## config.mk

```make
export PLATFORM = sky130hd
export DESIGN_NAME = perf_counter_ctrl_flat
export DESIGN_NICKNAME = d
export VERILOG_FILES = /design/src/rtl/perf_counter_if.sv /design/src/rtl/perf_counter_ctrl.sv /design/src/flat_wrapper.sv
export SDC_FILE = /design/constraint.sdc
export NUM_CORES = 1
export LEC_CHECK = 0
export ABC_AREA = 1
export CAP_MARGIN = 5
export CORE_MARGIN = 4
export CORE_UTILIZATION = 50
export CTS_BUF_LIST = sky130_fd_sc_hd__clkbuf_2
export CTS_CLUSTER_SIZE = 30
export DETAILED_ROUTE_END_ITERATION = 10
export PLACE_DENSITY = 0.68
export SYNTH_ARGS = -nofsm -noshare
export SYNTH_HDL_FRONTEND = slang
export SYNTH_SLANG_ARGS = --single-unit
```

## constraint.sdc

```tcl
create_clock -name clk -period 2.4 [get_ports clk]
set_input_delay 0.48 -clock clk [delete_from_list [all_inputs] [get_ports clk]]
set_output_delay 0.48 -clock clk [all_outputs]
set_load 0.02 [all_outputs]
```

## src/rtl/perf_counter_if.sv

```systemverilog
// MMIO bus between the MEM stage and the performance counter block.
// The MEM stage drives the request fields and the counter block returns registered read data and the acknowledge.
interface perf_counter_if #(
    parameter int CTR_WIDTH = 32
);
    logic [31:0]          mmio_addr;
    logic                 mmio_read;
    logic                 mmio_write;
    logic [CTR_WIDTH-1:0] mmio_wdata;
    logic [CTR_WIDTH-1:0] mmio_rdata;
    logic                 mmio_resp;

    modport master (
        output mmio_addr, mmio_read, mmio_write, mmio_wdata,
        input  mmio_rdata, mmio_resp
    );

    modport slave (
        input  mmio_addr, mmio_read, mmio_write, mmio_wdata,
        output mmio_rdata, mmio_resp
    );
endinterface

```

## src/rtl/perf_counter_ctrl.sv

```systemverilog
// Eight saturating performance counters that track access counts and busy cycles for three memory ports, plus branch prediction statistics.
// The counters are read, cleared and frozen through a small MMIO window.
module perf_counter_ctrl #(
    parameter int CTR_WIDTH  = 32,
    parameter int MMIO_LIMIT = 32
) (
    input  logic             clk,
    input  logic             rst_n,
    input  logic             instr_req,
    input  logic             instr_resp,
    input  logic             data_req,
    input  logic             data_resp,
    input  logic             l1_req,
    input  logic             l1_resp,
    input  logic             br_resolve,
    input  logic             br_mispredict,
    perf_counter_if.slave    bus,
    output logic             frozen
);
    localparam int NUM_CTR  = 8;
    localparam int NUM_PORT = 3;

    typedef logic [CTR_WIDTH-1:0] ctr_t;
    typedef enum logic {ST_IDLE = 1'b0, ST_BUSY = 1'b1} port_state_e;

    function automatic ctr_t sat_inc(input ctr_t value);
        return (value == {CTR_WIDTH{1'b1}}) ? value : value + ctr_t'(1);
    endfunction

    port_state_e         state_r [NUM_PORT];
    ctr_t                ctr_r   [NUM_CTR];
    ctr_t                rdata_r;
    logic                resp_r;
    logic                frozen_r;

    logic [NUM_PORT-1:0] req_s;
    logic [NUM_PORT-1:0] resp_s;
    logic [NUM_PORT-1:0] busy_s;
    logic [NUM_CTR-1:0]  ev_s;
    logic [NUM_CTR-1:0]  inc_s;
    logic [NUM_CTR-1:0]  clr_s;
    logic                hit_s;
    logic                rd_hit_s;
    logic                wr_hit_s;
    logic [2:0]          sel_s;
    logic [2:0]          ctl_s;
    logic                frozen_nxt_s;

    assign req_s    = {l1_req,  data_req,  instr_req};
    assign resp_s   = {l1_resp, data_resp, instr_resp};
    assign hit_s    = (bus.mmio_addr < 32'(MMIO_LIMIT));
    assign rd_hit_s = hit_s & bus.mmio_read;
    assign wr_hit_s = hit_s & bus.mmio_write;
    assign sel_s    = bus.mmio_addr[4:2];
    // Store-data bits 31..29 are clear-all / freeze / unfreeze; narrower builds zero-extend.
    assign ctl_s    = 3'(32'(bus.mmio_wdata) >> 29);

    // Decode which ports are mid-access.
    always_comb begin
        busy_s = '0;
        for (int p = 0; p < NUM_PORT; p++) begin
            busy_s[p] = (state_r[p] == ST_BUSY);
        end
    end

    // Raw events, gated by freeze, and clear requests from MMIO stores.
    always_comb begin
        ev_s      = '0;
        ev_s[2:0] = resp_s & (busy_s | req_s);
        ev_s[5:3] = busy_s | req_s;
        ev_s[6]   = br_resolve;
        ev_s[7]   = br_resolve & br_mispredict;
        if (frozen_r) begin
            inc_s = '0;
        end else begin
            inc_s = ev_s;
        end
        clr_s = '0;
        if (wr_hit_s) begin
            if (ctl_s[2]) begin
                clr_s = '1;
            end else begin
                clr_s[sel_s] = 1'b1;
            end
        end else begin
            clr_s = '0;
        end
        if (wr_hit_s && ctl_s[1] && !ctl_s[0]) begin
            frozen_nxt_s = 1'b1;
        end else if (wr_hit_s && ctl_s[0] && !ctl_s[1]) begin
            frozen_nxt_s = 1'b0;
        end else begin
            frozen_nxt_s = frozen_r;
        end
    end

    // Per-port access tracker; a request seen while busy is ignored.
    always_ff @(posedge clk or negedge rst_n) begin
        if (!rst_n) begin
            for (int p = 0; p < NUM_PORT; p++) begin
                state_r[p] <= ST_IDLE;
            end
        end else begin
            for (int p = 0; p < NUM_PORT; p++) begin
                case (state_r[p])
                    ST_IDLE: state_r[p] <= (req_s[p] && !resp_s[p]) ? ST_BUSY : ST_IDLE;
                    ST_BUSY: state_r[p] <= resp_s[p] ? ST_IDLE : ST_BUSY;
                    default: state_r[p] <= ST_IDLE;
                endcase
            end
        end
    end

    // Counter bank: clear beats increment, increments saturate.
    always_ff @(posedge clk or negedge rst_n) begin
        if (!rst_n) begin
            for (int i = 0; i < NUM_CTR; i++) begin
                ctr_r[i] <= '0;
            end
        end else begin
            for (int i = 0; i < NUM_CTR; i++) begin
                if (clr_s[i]) begin
                    ctr_r[i] <= '0;
                end else if (inc_s[i]) begin
                    ctr_r[i] <= sat_inc(ctr_r[i]);
                end else begin
                    ctr_r[i] <= ctr_r[i];
                end
            end
        end
    end

    // MMIO response path; read data reflects the counter value before any same-cycle write.
    always_ff @(posedge clk or negedge rst_n) begin
        if (!rst_n) begin
            rdata_r  <= '0;
            resp_r   <= 1'b0;
            frozen_r <= 1'b0;
        end else begin
            resp_r   <= rd_hit_s | wr_hit_s;
            frozen_r <= frozen_nxt_s;
            if (rd_hit_s) begin
                rdata_r <= ctr_r[sel_s];
            end else begin
                rdata_r <= rdata_r;
            end
        end
    end

    assign bus.mmio_rdata = rdata_r;
    assign bus.mmio_resp  = resp_r;
    assign frozen         = frozen_r;
endmodule

```

## src/flat_wrapper.sv

```systemverilog
// flat-port wrapper written by rule: the top's interface ports become plain ports
module perf_counter_ctrl_flat 
#(
    parameter int CTR_WIDTH  = 32,
    parameter int MMIO_LIMIT = 32
)
  (clk, rst_n, instr_req, instr_resp, data_req, data_resp, l1_req, l1_resp, br_resolve, br_mispredict, frozen, bus_mmio_addr, bus_mmio_read, bus_mmio_write, bus_mmio_wdata, bus_mmio_rdata, bus_mmio_resp);
  perf_counter_if #(.CTR_WIDTH(CTR_WIDTH)) bus_i ();
  input  logic clk;
  input  logic rst_n;
  input  logic instr_req;
  input  logic instr_resp;
  input  logic data_req;
  input  logic data_resp;
  input  logic l1_req;
  input  logic l1_resp;
  input  logic br_resolve;
  input  logic br_mispredict;
  output logic frozen;
  input wire logic [$bits(bus_i.mmio_addr)-1:0] bus_mmio_addr;
  input wire logic [$bits(bus_i.mmio_read)-1:0] bus_mmio_read;
  input wire logic [$bits(bus_i.mmio_write)-1:0] bus_mmio_write;
  input wire logic [$bits(bus_i.mmio_wdata)-1:0] bus_mmio_wdata;
  output wire logic [$bits(bus_i.mmio_rdata)-1:0] bus_mmio_rdata;
  output wire logic [$bits(bus_i.mmio_resp)-1:0] bus_mmio_resp;
  assign bus_i.mmio_addr = bus_mmio_addr;
  assign bus_i.mmio_read = bus_mmio_read;
  assign bus_i.mmio_write = bus_mmio_write;
  assign bus_i.mmio_wdata = bus_mmio_wdata;
  assign bus_mmio_rdata = bus_i.mmio_rdata;
  assign bus_mmio_resp = bus_i.mmio_resp;
  perf_counter_ctrl #(.CTR_WIDTH(CTR_WIDTH), .MMIO_LIMIT(MMIO_LIMIT)) u_core (.clk(clk), .rst_n(rst_n), .instr_req(instr_req), .instr_resp(instr_resp), .data_req(data_req), .data_resp(data_resp), .l1_req(l1_req), .l1_resp(l1_resp), .br_resolve(br_resolve), .br_mispredict(br_mispredict), .bus(bus_i), .frozen(frozen));
endmodule
```

==> flow_summary_export.csv <==
group,metric,value,unit
global_route,grt_max_degree,64,
critical_path,cp.arrival,1.83,ns
sta,finalSetupViolCount,0,
global_route,grt_overflow,0,
sta,worstMarginPinSlew,0.604,ns
logic_synthesis,synth_edf_count,0,
clock_network,worstSkewPairLatency,1.11,ns
outcome,status,"finished clean",
logic_synthesis,syn_nets,3665,
floorplan,chipHeight,221,um
finish,nets,3794,
critical_path,path_cells,"clkdlybuf4s15_2",
sta,setup_tns,0,ns
clock_network,clock_sinks,293,
route,antenna_left,0,
worst_hold_path,holdCritPathClass,"in -> async",
sta,timing_max_transition_violations_final,0,
sta,skew,0.0719,ns
finish,layout-area-overhead-vs-synth,11.0,%
sta,fin_crit_sh,96.1,%
route,vias,24532,
route,vias_per_cell,5.61,
finish,final_common_cell,"nand2_1",
floorplan,start_util,50.8,%
logic_synthesis,ys_ff_latch,293,
power_and_ir_drop,ir_drop,0.367,mV
placed_design,pre_cts_ws,-0.223,ns
clock_network,cts_buffers,85,
clock_network,cts_root_buf,"clkbuf_2",
sta,fin_ws,0.0931,ns
logic_synthesis,avgSynthCellArea,6.32,um^2
clock_network,ctsLongestPathBuffers,3,
logic_synthesis,yosysSeqAreaShare,32.4,%
sta,layout_min_cycle_time,2.31,ns
critical_path,worstPathMaxFanout,2,
sta,hold_viol,0,
sta,fmax,433,MHz
global_route,antenna_found_initial,2,
finish,stdcell_area,25100,um^2
logic_synthesis,syn_area,22600,um^2
sta,maxSlewHeadroom,59.7,%
global_route,grt.total_usage,35.2,%
critical_path,cp-end-kind,"output port",
power_and_ir_drop,p_per_area,460,nW/um^2
route,drc,0,
placed_design,gp_congestion,1.03,
job,drv_cap,0,
floorplan,dieWidth,221,um
critical_path,critical-path-top-delay-family,"flip-flops",
placed_design,dpl_cell_area,24300,um^2
global_route,grt_pass1_vias,22733,
power_and_ir_drop,p_leak,12.1,nW
clock_network,path_clk_slew,0.10,ns
placed_design,port_buffers,78,
finish,layout_common_cells,"1197 x nand2_1, 557 x nand3_1, 532 x nor2_1, 328 x inv_1, 291 x dfrtp_1",
logic_synthesis,synth_cells,3581,
critical_path,worst-path-buf-inv,1,
critical_path,crit_type,"reg -> out",
floorplan,core_area,44500,um^2
route,drt_pre_antenna_iters,6,
route,post_drt_wl_per_cell,19.5,um
critical_path,crit_slowest_cell,"dfrtp_1",
clock_network,cts_htree_levels,3,
route,drt-initial-drc-count,2635,
floorplan,rows,77,
sta,whs,0.128,ns
placed_design,dpl.hpwl,64.4,mm
clock_network,cts_tree,"yes",
logic_synthesis,yosysWarnings,0,
critical_path,slowest_delay,0.45,ns
critical_path,worstPathRequired,1.92,ns
global_route,grt_pass1_wl,132,mm
floorplan,design.die.area,48700,um^2
logic_synthesis,async_flop_share,100,%
logic_synthesis,synth_flop_cell,"dfrtp_1",
route,drt-total-wl,85.3,mm
critical_path,rrSetupSlack,0.25,ns
critical_path,critPathLaunchType,"flop",
floorplan,boundaryPins,110,
power_and_ir_drop,finalPower,0.0116,W
finish,drive_gt1_share,9.54,%
logic_synthesis,yosysUniqueCellTypes,31,
==> report_power, final <==
group          internal [W]  total [W]  switching [W]
registers           0.00523    0.00575       0.000529
logic              0.000760    0.00201        0.00125
clock network       0.00142    0.00380        0.00239
==> through the flow <==
step | utilization (%) | instances
floorplan | - | 3581
global placement | 54.6 | 4203
detailed placement | 54.6 | 4203
CTS | 56.5 | 4367
global route | 56.5 | 4370
finish | 56.5 | 4371
==> per-layer routing <==
metal  up-vias  wire [um]  global-route usage, %  share of wire (%)
met1     11510      36300                   49.1                 43
met4         0       4010                   14.8                4.7
met3       208       6900                   5.33                8.1
li1      11730          -                      -                  -
met2      1084      38100                   54.9                 45
met5         -          0                      0                  0
==> path summary, 6_finish.rpt <==
path / start / end / cells past startpoint
worst max-delay path: u_core.bus.mmio_rdata[0] / bus_mmio_rdata[0] / 1
worst min-delay path: rst_n / u_core.ctr_r[178] / 3
worst max register to register: u_core.ctr_r[0] / u_core.ctr_r[10] / 10
min in group clk: bus_mmio_write / u_core.bus.mmio_resp / 4
max in group asynchronous: rst_n / u_core.bus.mmio_rdata[11] / 3
worst min register to register: u_core.bus.mmio_rdata[9] / u_core.bus.mmio_rdata[9] / 2
==> state kept, by name, indices dropped and copies added (netlist names) <==
| signal | flops |
|---|---|
| u_core.bus.mmio_rdata | 32 |
| u_core.bus.mmio_resp | 1 |
| u_core.busy_s | 3 |
| u_core.ctr_r | 256 |
| u_core.frozen | 1 |
==> logic make-up after synthesis <==
group / after synthesis / synth area share [%]
xor gates and xnor gates: 104 / 4.02
and+or+nand+nor: 2493 / 48.5
AOI/OAI and AO/OA: 194 / 4.82
DFF: 293 / 32.4
adders and majority gates: 8 / 0.442
buffers and inverters: 489 / 9.86
==> cell type report <==
type / count / area, um^2
fillers: 4603 / 19400
multi-input cells: 2799 / 13100
flip-flops and latches: 293 / 7330
repair buffers: 187 / 1930
inverters: 344 / 1300
well taps: 592 / 741
clock buffers: 129 / 646
clock inverters: 23 / 87.6
diodes: 4 / 10.0
==> tightest hold or removal path, cell delays in order <==
cell and delay, ns:
dlygate4sd3_1 0.56, buf_8 0.30, buf_4 0.23
==> cells in the mapped netlist (2+ instances only) <==
cell / count / area share (%)
ha_1: 8 / 0.44
xnor2_1: 16 / 0.62
nand2_1: 1197 / 20
buf_2: 39 / 0.86
nand3_4: 5 / 0.39
nand2_2: 16 / 0.44
o2111ai_1: 4 / 0.15
nand3_1: 559 / 12
nor2_4: 17 / 0.85
clkbuf_1: 51 / 0.85
o22ai_1: 80 / 2.2
inv_4: 4 / 0.11
buf_4: 8 / 0.27
nor3b_1: 4 / 0.13
o21bai_1: 2 / 0.066
buf_1: 6 / 0.10
nand4_1: 27 / 0.75
nand3b_1: 80 / 2.7
buf_6: 41 / 2.0
dfrtp_1: 293 / 32
and2_1: 9 / 0.25
nor2_2: 8 / 0.22
nand2_4: 7 / 0.35
inv_2: 12 / 0.20
a21oi_1: 69 / 1.5
nand3_2: 31 / 1.4
o21ai_0: 39 / 0.86
nor2_1: 532 / 8.8
xor2_1: 88 / 3.4
inv_1: 328 / 5.4
==> timing repair <==
item	CTS	global route
gates resized for setup	94	4
hold buffers	10	0
pin swaps	0	0
endpoints found under the setup margin	34	3
gates cloned	0	0
buffers inserted	2	0
endpoints found under the hold margin	297	0
(Power assumes the default switching activity.)
